### config.mk
export PLATFORM = sky130hd
export DESIGN_NAME = wb_arbiter_2to1
export DESIGN_NICKNAME = d
export VERILOG_FILES = /design/src/rtl/wb_arbiter_2to1_pkg.sv /design/src/rtl/wb_watchdog.sv /design/src/rtl/wb_arbiter_2to1.sv
export SDC_FILE = /design/constraint.sdc
export NUM_CORES = 1
export LEC_CHECK = 0
export CAP_MARGIN = 20
export CORE_AREA = 10 10 114 116
export CTS_BUF_LIST = sky130_fd_sc_hd__clkbuf_8
export CTS_CLUSTER_SIZE = 30
export DETAILED_ROUTE_END_ITERATION = 8
export DIE_AREA = 0 0 124 126
export PLACE_DENSITY = 0.78
export SLEW_MARGIN = 20
export SYNTH_ARGS = -nofsm -noshare
export SYNTH_HDL_FRONTEND = slang
export SYNTH_SLANG_ARGS = --single-unit
### constraint.sdc
create_clock -name clk -period 2.6 [get_ports clk]
set_clock_uncertainty 0.2 [all_clocks]
set_input_delay 0.26 -clock clk [delete_from_list [all_inputs] [get_ports clk]]
set_output_delay 0.26 -clock clk [all_outputs]
set_load 0.005 [all_outputs]
### src/rtl/wb_arbiter_2to1_pkg.sv
// Shared types and constants for the two-master Wishbone arbiter.
package wb_arbiter_2to1_pkg;

   typedef enum logic [1:0] {
      IDLE  = 2'b00,
      GNT_I = 2'b01,
      GNT_D = 2'b10
   } arb_state_t;

   typedef enum logic {
      OWNER_I = 1'b0,
      OWNER_D = 1'b1
   } arb_owner_t;

   localparam int WB_ARB_TIMEOUT_DEFAULT = 255;

   // Grant state that corresponds to a given owner.
   function automatic arb_state_t grant_of(input arb_owner_t owner);
      return (owner == OWNER_D) ? GNT_D : GNT_I;
   endfunction

endpackage

### src/rtl/wb_watchdog.sv
// Bus watchdog: counts cycles a granted strobe waits for termination and
// pulses fire for one cycle when the wait reaches TIMEOUT_CYCLES.
module wb_watchdog
   import wb_arbiter_2to1_pkg::*;
#(
   parameter int TIMEOUT_CYCLES = WB_ARB_TIMEOUT_DEFAULT
) (
   input  logic clk,
   input  logic rst,
   input  logic active,
   input  logic done,
   output logic fire
);

   localparam logic [15:0] LIMIT = 16'(TIMEOUT_CYCLES);

   logic [15:0] count;
   logic        waiting;

   // A termination in the same cycle suppresses the fire (ack wins).
   assign waiting = active && !done;
   assign fire    = waiting && (count == LIMIT);

   // Wait counter: runs while stalled, clears on termination, idle or fire.
   always_ff @(posedge clk) begin
      if (rst) begin
         count <= '0;
      end else if (waiting && !fire) begin
         count <= count + 16'd1;
      end else begin
         count <= '0;
      end
   end

endmodule

### src/rtl/wb_arbiter_2to1.sv
// Two-master to one-slave Wishbone B4 classic arbiter with bus watchdog.
// Optional build macro: WB_ARB_ROUND_ROBIN_EN (round-robin on ties);
// without it the data master always wins a tie.
//
// state | meaning
// IDLE  | no owner, all shared outputs 0
// GNT_I | fetch master owns the bus until i_cyc drops
// GNT_D | data master owns the bus until d_cyc drops
module wb_arbiter_2to1
   import wb_arbiter_2to1_pkg::*;
#(
   parameter int TIMEOUT_CYCLES = WB_ARB_TIMEOUT_DEFAULT
) (
   input  logic        clk,
   input  logic        rst,
   input  logic        i_cyc,
   input  logic        i_stb,
   input  logic        i_we,
   input  logic [31:0] i_adr,
   input  logic [31:0] i_dat_w,
   input  logic [3:0]  i_sel,
   output logic [31:0] i_dat_r,
   output logic        i_ack,
   output logic        i_err,
   input  logic        d_cyc,
   input  logic        d_stb,
   input  logic        d_we,
   input  logic [31:0] d_adr,
   input  logic [31:0] d_dat_w,
   input  logic [3:0]  d_sel,
   output logic [31:0] d_dat_r,
   output logic        d_ack,
   output logic        d_err,
   output logic        m_cyc,
   output logic        m_stb,
   output logic        m_we,
   output logic [31:0] m_adr,
   output logic [31:0] m_dat_w,
   output logic [3:0]  m_sel,
   input  logic [31:0] m_dat_r,
   input  logic        m_ack,
   input  logic        m_err
);

   arb_state_t state;
   arb_state_t state_nxt;
   arb_state_t tie_grant;
   logic       wd_active;
   logic       wd_fire;

`ifdef WB_ARB_ROUND_ROBIN_EN
   arb_owner_t last_owner;

   assign tie_grant = (last_owner == OWNER_I) ? grant_of(OWNER_D) : grant_of(OWNER_I);

   // Remember who was granted last; reset state makes data win the first tie.
   always_ff @(posedge clk) begin
      if (rst) begin
         last_owner <= OWNER_I;
      end else if (state == IDLE && state_nxt == GNT_I) begin
         last_owner <= OWNER_I;
      end else if (state == IDLE && state_nxt == GNT_D) begin
         last_owner <= OWNER_D;
      end
   end
`else
   assign tie_grant = grant_of(OWNER_D);
`endif

   // Watchdog watches the owner's raw strobe so the forced-low m_stb cannot feed back.
   assign wd_active = ((state == GNT_I) && i_stb) || ((state == GNT_D) && d_stb);

   wb_watchdog #(
      .TIMEOUT_CYCLES(TIMEOUT_CYCLES)
   ) u_watchdog (
      .clk    (clk),
      .rst    (rst),
      .active (wd_active),
      .done   (m_ack || m_err),
      .fire   (wd_fire)
   );

   // Next-state: grant from IDLE only, hold the grant for the whole cyc.
   always_comb begin
      state_nxt = state;
      case (state)
         IDLE: begin
            if (i_cyc && d_cyc) begin
               state_nxt = tie_grant;
            end else if (d_cyc) begin
               state_nxt = GNT_D;
            end else if (i_cyc) begin
               state_nxt = GNT_I;
            end
         end
         GNT_I:   if (!i_cyc) state_nxt = IDLE;
         GNT_D:   if (!d_cyc) state_nxt = IDLE;
         default: state_nxt = IDLE;
      endcase
   end

   // State register.
   always_ff @(posedge clk) begin
      if (rst) begin
         state <= IDLE;
      end else begin
         state <= state_nxt;
      end
   end

   // Output mux: owner drives the shared bus and alone sees the responses.
   always_comb begin
      m_cyc   = 1'b0;
      m_stb   = 1'b0;
      m_we    = 1'b0;
      m_adr   = '0;
      m_dat_w = '0;
      m_sel   = '0;
      i_dat_r = '0;
      i_ack   = 1'b0;
      i_err   = 1'b0;
      d_dat_r = '0;
      d_ack   = 1'b0;
      d_err   = 1'b0;
      case (state)
         GNT_I: begin
            m_cyc   = i_cyc;
            m_stb   = i_stb && !wd_fire;
            m_we    = i_we;
            m_adr   = i_adr;
            m_dat_w = i_dat_w;
            m_sel   = i_sel;
            i_dat_r = m_dat_r;
            i_ack   = m_ack;
            i_err   = m_err || wd_fire;
         end
         GNT_D: begin
            m_cyc   = d_cyc;
            m_stb   = d_stb && !wd_fire;
            m_we    = d_we;
            m_adr   = d_adr;
            m_dat_w = d_dat_w;
            m_sel   = d_sel;
            d_dat_r = m_dat_r;
            d_ack   = m_ack;
            d_err   = m_err || wd_fire;
         end
         default: ;
      endcase
   end

endmodule

---- Word level (Yosys, flattened, before mapping) ----
Cells that the tools add are included.
word-level totals
  output and inout bits ................... 139
  register bits after elaboration ......... 18
  logic and storage cells ................. 44
  input port bits ......................... 178
cells by class
  reductions and logical operators ........ 16
  bitwise operators ....................... 1
  equality and inequality tests ........... 6
  $add $sub $neg .......................... 1
  mux-type cells .......................... 18
operators by type and width
  operator                 count
  $pmux W32 S2             2
  $mux W32                 2
  $add A16 B1 Y16 const B  1
  $eq A16 B8 Y1 const B    1
  $mux W2                  5
  $logic_and A1 B1 Y1      8
  $pmux W4 S2              1
  $pmux W1 S2              3
  $pmux W2 S3              1
  $mux W1                  4
  $ne A2 B2 Y1 const B     2
  $ne A4 B4 Y1 const B     1
  $logic_or A1 B1 Y1       3
  $reduce_and A3 Y1        1
  $eq A2 B1 Y1 const B     1
  $eq A2 B2 Y1 const B     1
  $logic_not A1 Y1         2
  $logic_not A2 Y1         1
  $reduce_or A2 Y1         1
  $not A1 Y1               1

---- Logic depth before layout (Yosys ltp) ----
Gate-level depths: netlist (run 1).
  depth in word-level cells ............... 9
  depth in mapped cells ................... 8
  gate-level depth less buffers ........... 6

---- By module ----
From an unflattened synthesis (run 1), not the netlist that was laid out.
second synthesis, totals
  cell total of the unflattened synthesis .. 337
  area total of the unflattened synthesis .. 2478.6 um^2
by module, submodules not included
  module           instances  seq. area each (um^2)  area an instance (um^2)  cells each
  wb_arbiter_2to1  1          40.0                   1771.7                   257
  wb_watchdog      1          320.3                  706.9                    80

---- Worst setup path before layout (run 1) ----
OpenSTA, ideal clock, no wires.
  path kind ............................... register to output
  start point ............................. register u_watchdog.count[0]
  end point ............................... output port d_err
  cell stages (with the launch flop) ...... 7
  required time ........................... 2.140 ns
  setup slack ............................. 0.624 ns
  arrival ................................. 1.516 ns
  path buffers ............................ 1
  path through ............................ dfxtp_1 -> ha_1 -> nand3_1 -> or2_1 -> buf_2 -> nor4b_2 -> o21a_1
between the ends
  longest elaborated chain between the ends .. 4
ends and longest elaborated chain
  what                      RTL line                source
  start: declaration        wb_watchdog.sv:17       logic [15:0] count;
  start signal: assignment  wb_watchdog.sv:29       count <= count + 16'd1;
  $eq A16 B8 Y1             wb_watchdog.sv:22       assign fire = waiting && (count == LIMIT);
  $logic_and A1 B1 Y1       wb_watchdog.sv:22
  $logic_or A1 B1 Y1        wb_arbiter_2to1.sv:146  d_err = m_err || wd_fire;
  $mux W1                   wb_arbiter_2to1.sv:125  case (state)
  end: declaration          wb_arbiter_2to1.sv:33   output logic d_err,
No other way between the ends.

---- Worst setup path in the final report (run 1) ----
  start point ............................. register state[0]
  end point ............................... output port m_dat_w[11]
between the ends
  longest elaborated chain between the ends .. 2
  elaborated cells on any way between the ends .. 3
  those cells by class .................... eq/ne: 2; mux: 1
ends and longest elaborated chain
  what                                          RTL line                source
  start: declaration                            wb_arbiter_2to1.sv:45   arb_state_t state;
  start signal: assignment                      wb_arbiter_2to1.sv:107  state <= state_nxt;
  $eq A2 B2 Y1 or $eq A2 B1 Y1 (tied branches)  wb_arbiter_2to1.sv:125
  $pmux W32 S2 *                                wb_arbiter_2to1.sv:125
  end: declaration                              wb_arbiter_2to1.sv:38   output logic [31:0] m_dat_w,
Every way passes the cells marked *; elsewhere a longest branch is shown, timed or not.

==> summary.md, run 1 <==
| Metric | Value |
|---|---|
| Status | finished, final reports clean |
| Initial Utilization | between 20 and 25% |
| Reg-to-reg startpoint | u_watchdog.count[1]$_SDFF_PP0_ |
| Crit path DAT | 2.09 ns |
| Static Leak | 1.95 nW |
| Crit Path Category | reg -> out |
| Seq/Total Area, Yosys | 15.0% |
| Worst setup margin | 0.0511 ns |
| ANT nets after route | 0 |
| # H-tree levels | 1 |
| Post-Synthesis Cells | 337 |
| Final std cells w/o fill | roughly 780 |
| Post-synthesis simple-gate area fraction | between 40% and 50% |
| Largest net degree at the start of global routing | 78 |
| Worst-path clk slew | around 0.06 ns |
| Maximum buffer depth of the clock tree | 2 |
| RSZ-0062 raised after global routing | yes |
| Vias in the first global route | 3571 |
| Core area | 10700 sq um |
| Final Core Density | 55.0% |
| First-pass DRT Iterations | 4 |
| Crit path max-delay cell type | clkdlybuf4s50_1 |
| Die W | about 120 um |
| Final setup vio count | 0 |
| Area Growth Syn to Fin | 145% |
| Synthesized-area fraction occupied by adder cells | approximately 2.1% |
| Gpl congestion | 0.888 |
| Commonest non-fill, non-tap cell in the layout | clkdlybuf4s50_1 |
| FMAX | between 300 and 400 MHz |
| CP Capture Type | output port |
| Hold WS | 0.277 ns |
| Crit path max fanout | 39 |
| Crit-path leading delay family | buffers and inverters |
| XOR/XNOR Fraction of Synth Area | 4.37% |
| Average vias per placed instance | 4.65 |
| Mapped Area | 2400 sq um |
| Reg-to-reg endpoint | u_watchdog.count[11]$_SDFF_PP0_ |
| Clk sinks | 18 |
| Num CTS Buffers | 3 |
| Root buf cell | clkbuf_8 |
| Unique masters post-synth | 35 |
| Dpl cells | 772 |
| First-pass GRT wire length | 22800 um |
| Cts hold-fix bufs | 0 |
| Worst reg2reg path depth | 6 |
| HPWL after DPL | 13900 um |
| HP Start | u_watchdog.count[0]$_SDFF_PP0_ |
| Beginning of the critical path | state[0]$_SDFFE_PP0P_ |
| Worst slew pin tran | 0.650 ns |
| Synth Register Bits | 18 |
| Pins Over Slew Limit | 0 |
| Mux cell area share after synthesis | 0.416% |
| Min Tclk post-route | around 2.5 ns |
| Max-slew headroom | 56.7% |
| Critical path data required time | 2.14 ns |
| Total GRT Usage | 18.6% |
| Clock Latency Late Sink | 0.25 ns |
| CTS tree | done |
| Number of I/O port buffers | 316 |
| Initial antenna violation count | 2 |
| Per-cell routed wire length | around 21 um |
| CP bufs+invs | 3 |
| Overall Power | approximately 1.5 mW |
| Nets@finish | between 800 and 900 |
| Crit path depth | 6 |
| Largest stage delay, worst path | roughly 0.57 ns |
| Iteration-0 DRC count of the detailed router | about 220 |
| Most frequent cells in the layout | clkdlybuf4s50_1 (313), a22oi_1 (70), nor2b_1 (70) |
| PD cells | 247 nW/um^2 |
| Overflow after GRT | 0 |
| Layout cells sized above 1 | 4.85% |
| Syn avg cell area | 7.14 sq um |
| Synth Warn # | 0 |
| Worst setup path endpoint | m_dat_w[11] |
| Crit path cell chain | inv_1 -> ha_2 -> buf_12 -> a22oi_1 -> nor2b_1 -> clkdlybuf4s50_1 |
| Setup WS pre-CTS | roughly 0.043 ns |
| Drt total wl | ~17000 um |
| Mapped Nets | approximately 520 |
| DRC | 0 |
| Worst R2R Setup Slack | roughly 0.40 ns |
| Hold Crit Class | reg -> reg |
| Peak VDD IR | between 0.4 and 0.5 mV |
| Die area | 15600 sq um |
| Final Cycle Share | 98.0% |
| Synth Area in Compound Gates | ~26% |
| Startpoint type of the worst setup path | flip-flop |
| Cell Rows | 38 |
| Max Cap Viol | 0 |
| Final hold vios | 0 |
| Via count | 3641 |
| Largest family of logic cells by synthesized area | simple AND/OR/NAND/NOR gates |
| IO Count | 317 |
| Die Ht | 126 um |
[cell usage after synthesis, drive strengths merged]
library cell / instances / share of area (%)
a211oi: 1 / 0.31
a21oi: 3 / 0.62
a22oi: 71 / 22
a32oi: 1 / 0.36
and2: 66 / 17
and3: 1 / 0.26
and4: 1 / 0.36
buf: 5 / 1.2
clkbuf: 28 / 4.4
dfxtp: 18 / 15
ha: 4 / 2.1
inv: 5 / 0.78
mux2i: 1 / 0.42
nand2: 3 / 0.47
nand2b: 1 / 0.26
nand3: 6 / 1.2
nand4: 3 / 1.4
nor2: 17 / 2.7
nor2b: 70 / 18
nor3: 4 / 0.83
nor3b: 2 / 0.62
nor4: 2 / 0.52
nor4b: 1 / 0.62
o21a: 2 / 0.62
o21ai: 2 / 0.42
o31ai: 2 / 1.2
or2: 1 / 0.26
or3: 1 / 0.26
or4: 3 / 0.94
xnor2: 9 / 3.3
xor2: 3 / 1.1
[cell type report]
| class | count | area (sq um) |
|---|---|---|
| fill | 983 | 4810 |
| timing repair buffer | 332 | 3350 |
| multi-input combinational | 281 | 1930 |
| sequential | 18 | 363 |
| tap | 140 | 175 |
| clock buffer | 3 | 41.3 |
| inverter | 5 | 18.8 |
| antenna | 4 | 10.0 |
[where the power goes]
group          leakage, nW  internal, mW  switching [mW]
Sequential           0.146         0.279         0.00294
Clock               0.0216         0.103          0.0864
Combinational         1.79         0.622           0.357
Total                 1.95          1.00           0.447
[stage by stage]
step / TNS [ns] / area, sq um
5_1_grt: -0.145 / 5880
3_5_place_dp: 0 / 5740
2_1_floorplan: 0 / 2400
3_3_place_gp: 0 / 5740
6_report: 0 / 5890
4_1_cts: 0 / 5830
[state kept, by name, indices dropped and copies added (netlist names)]
| register | flops |
|---|---|
| u_watchdog.count | 16 |
| state | 2 |
[worst min-delay path by stage]
stage / endpoint / slack, ns / cells after the start
2_1_floorplan: state[1]$_SDFFE_PP0P_ / 0.13 / 1
3_3_place_gp: u_watchdog.count[0]$_SDFF_PP0_ / 0.24 / 1
3_5_place_dp: u_watchdog.count[0]$_SDFF_PP0_ / 0.25 / 1
4_1_cts: u_watchdog.count[0]$_SDFF_PP0_ / 0.27 / 1
5_1_grt: u_watchdog.count[0]$_SDFF_PP0_ / 0.29 / 1
6_report: u_watchdog.count[0]$_SDFF_PP0_ / 0.28 / 1
[routing by layer]
metal,part of all wire (%),GRT usage [%]
met1,37,19.8
met2,54,35.4
met3,8.6,5.23
met4,0.99,3.12
met5,0,0
[logic make-up (layout without fill, tap and decap cells)]
kind of cell / count (synthesis) / in the layout
AND/OR/NAND/NOR: 182 / 182
AO/OA/AOI/OAI: 82 / 82
buffers and inverters: 38 / 340
flip-flops: 18 / 18
XOR/XNOR: 12 / 12
adder cells (fa/ha/maj): 4 / 4
multiplexers: 1 / 1
other: 0 / 4
[timing repair]
item,4_1_cts,5_1_grt
buffers inserted,2,1
gates resized for setup,9,4
gates cloned,0,1
pin swaps,5,0
endpoints found under the setup margin,3,15
[worst register-to-register path, delay by kind of cell, from the launching register on]
kind / cells / cell delay, ns
and+or+nand+nor: 3 / 0.51
DFF: 1 / 0.40
buffers and inverters: 1 / 0.17
adders and majority gates: 1 / 0.18
AOI/OAI and AO/OA: 1 / 0.60
No activity file was read; power rests on OpenSTA's default activity.
==> run 2: changes to the inputs <==
- PLACE_DENSITY: 0.78 -> default
- PLACE_DENSITY_LB_ADDON: default -> 0.15
==> summary.md, run 2 (synthesis gave the netlist of run 1 again) <==
| Metric | Value |
|---|---|
| ANT nets after route | 0 (unchanged) |
| Initial Utilization | 22.5% (unchanged) |
| Pins Over Slew Limit | 0 (unchanged) |
| Final Cycle Share | 96.2% (-1.9 points) |
| Num CTS Buffers | 3 (unchanged) |
| Startpoint type of the worst setup path | flip-flop |
| Worst R2R Setup Slack | 0.67 ns (+0.27 ns) |
| Number of flip-flops in the largest register | 16 (unchanged) |
| Layout cells sized above 1 | 5.77% (+0.92 points) |
| DRC | 0 (unchanged) |
| Net Sw Power | 467 uW (+4.5%) |
| IO Count | 317 (unchanged) |
| Die W | 124 um (unchanged) |
| Sw frac | 30.8% (+0.053 points) |
| Drt total wl | 18100 um (+8.8%) |
| First-pass GRT wire length | 24200 um (+6.3%) |
| Average vias per placed instance | 4.61 (-0.90%) |
| Beginning of the critical path | state[0]$_SDFFE_PP0P_ |
| Top reg by flops | u_watchdog.count |
| Vias in the first global route | 3447 (-3.5%) |
| Core area | 10700 sq um (unchanged) |
| Worst slew pin tran | 0.454 ns (-0.196 ns) |
| Largest regs | u_watchdog.count x16, state x2 |
| Cts hold-fix bufs | 0 (unchanged) |
| First-pass DRT Iterations | 5 (+1) |
| Total GRT Usage | 20.2% (+1.6 points) |
| Logic pwr share | 66.2% (-1.3 points) |
| Nets@finish | 824 (+0.12%) |
| Final Core Density | 55.6% (+0.60 points) |
| Status | finished, final reports clean |
| Critical path data required time | 2.14 ns (about the same) |
| Number of I/O port buffers | 316 (unchanged) |
| Reg-to-reg startpoint | state[1]$_SDFFE_PP0P_ |
| Final setup vio count | 0 (unchanged) |
| Clock Latency Late Sink | 0.25 ns (about the same) |
| Internal | 1.05 mW (+4.2%) |
| Crit Path Category | reg -> out |
| Commonest non-fill, non-tap cell in the layout | clkdlybuf4s50_1 |
| Initial antenna violation count | 1 (-1) |
| Die Ht | 126 um (unchanged) |
| HPWL after DPL | 14700 um (+6.1%) |
| Largest net degree at the start of global routing | 106 (+36%) |
| Clk sinks | 18 (unchanged) |
| Cell Rows | 38 (unchanged) |
| FMAX | 400 MHz (+1.9%) |
| RSZ-0062 raised after global routing | no |
| Per-cell routed wire length | 23.1 um (+8.7%) |
| Max-slew headroom | 69.5% (+13 points) |
| Static Leak | 1.97 nW (+0.95%) |
| Max Cap Viol | 0 (unchanged) |
| Via count | 3613 (-0.77%) |
| Die area | 15600 sq um (unchanged) |
| Worst-path clk slew | 0.07 ns (about the same) |
| Maximum buffer depth of the clock tree | 2 (unchanged) |
| Hold Crit Class | reg -> reg |
| Worst setup path endpoint | m_dat_w[10] |
| Crit path DAT | 2.04 ns (-0.05 ns) |
| Final hold vios | 0 (unchanged) |
| CTS tree | done |
| Fillers | 978 (-0.51%) |
| Gpl congestion | 0.932 (+4.9%) |
| # H-tree levels | 1 (unchanged) |
| Flop pwr share | 18.8% (-0.6 points) |
| Iteration-0 DRC count of the detailed router | 185 (-17%) |
| Area Growth Syn to Fin | 147% |
| Worst reg2reg path depth | 8 (+2) |
| Root buf cell | clkbuf_8 |
| Most frequent cells in the layout | clkdlybuf4s50_1 (313), nor2b_1 (70), a22oi_1 (69) |
| HP Start | u_watchdog.count[0]$_SDFF_PP0_ |
| Overflow after GRT | 0 (unchanged) |
| Min Tclk post-route | 2.50 ns (-0.0484 ns) |
| Setup tns final | 0 ns (unchanged) |
| CP Capture Type | output port |
| PD cells | 254 nW/um^2 (+3.2%) |
| Clock share of power | 15.0% (+2.0 points) |
| Crit path max fanout | 32 (-18%) |
| Reg-to-reg endpoint | u_watchdog.count[15]$_SDFF_PP0_ |
| Peak VDD IR | 0.290 mV (-40%) |
-- run 2: layer usage --
| layer | up-vias | GRT usage [%] | share of wire [%] |
|---|---|---|---|
| li1 | 1793 | - | - |
| met3 | 15 | 5.32 | 8.3 |
| met5 | - | 0 | 0.072 |
| met1 | 1667 | 21.4 | 36 |
| met4 | 2 | 2.91 | 1.0 |
| met2 | 136 | 39.1 | 55 |
-- run 2: cell type report --
class                      instances  area, sq um  share of cell area, %
multi-input combinational        281         1950                   32.7
sequential                        18          365                   6.14
inverter                           5         18.8                  0.315
clock buffer                       4         55.1                  0.925
tap                              140          175                   2.94
antenna                            3         7.51                  0.126
timing repair buffer             333         3380                   56.8
-- run 2: worst min-delay path by stage --
stage          slack, ns                             end  cells past startpoint
4_1_cts             0.24  u_watchdog.count[0]$_SDFF_PP0_                      1
6_report            0.24  u_watchdog.count[0]$_SDFF_PP0_                      1
2_1_floorplan       0.13           state[1]$_SDFFE_PP0P_                      1
3_5_place_dp        0.26  u_watchdog.count[0]$_SDFF_PP0_                      1
5_1_grt             0.26  u_watchdog.count[0]$_SDFF_PP0_                      1
3_3_place_gp        0.24  u_watchdog.count[0]$_SDFF_PP0_                      1
-- run 2: power by group through the flow --
stage / Combinational [mW] / Sequential (mW) / Clock, mW
floorplan: 0.343 / 0.287 / 0
global placement: 0.956 / 0.289 / 0
detailed placement: 0.967 / 0.290 / 0
CTS: 0.977 / 0.284 / 0.232
global route: 1.07 / 0.285 / 0.245
finish: 1.00 / 0.284 / 0.227
-- run 2: repair_timing --
item                                   4_1_cts  5_1_grt
cloned                                       0        2
setup endpoints to repair                   35       69
pin swaps                                    1        0
gates resized for setup                     14        4
endpoints found under the hold margin        0        0
buffers inserted                             1        0
-- run 2: worst max-delay path: stages (launching register included) --
cell and delay [ns]:
dfxtp_2 0.37, inv_1 0.09, ha_1 0.38, buf_8 0.22
nor2b_1 0.17, clkdlybuf4s50_1 0.55
-- run 2: through the flow --
stage | power, mW | instances | hold slack [ns] | setup slack, ns | cell area [sq um]
global route | 1.60 | 781 | 0.264 | 0.00233 | 5940
CTS | 1.49 | 779 | 0.237 | 0.00688 | 5870
global placement | 1.25 | 774 | 0.243 | 0.0210 | 5780
detailed placement | 1.26 | 774 | 0.261 | 0.0621 | 5780
finish | 1.51 | 784 | 0.240 | 0.0995 | 5950
floorplan | 0.630 | 337 | 0.132 | 0.624 | 2400
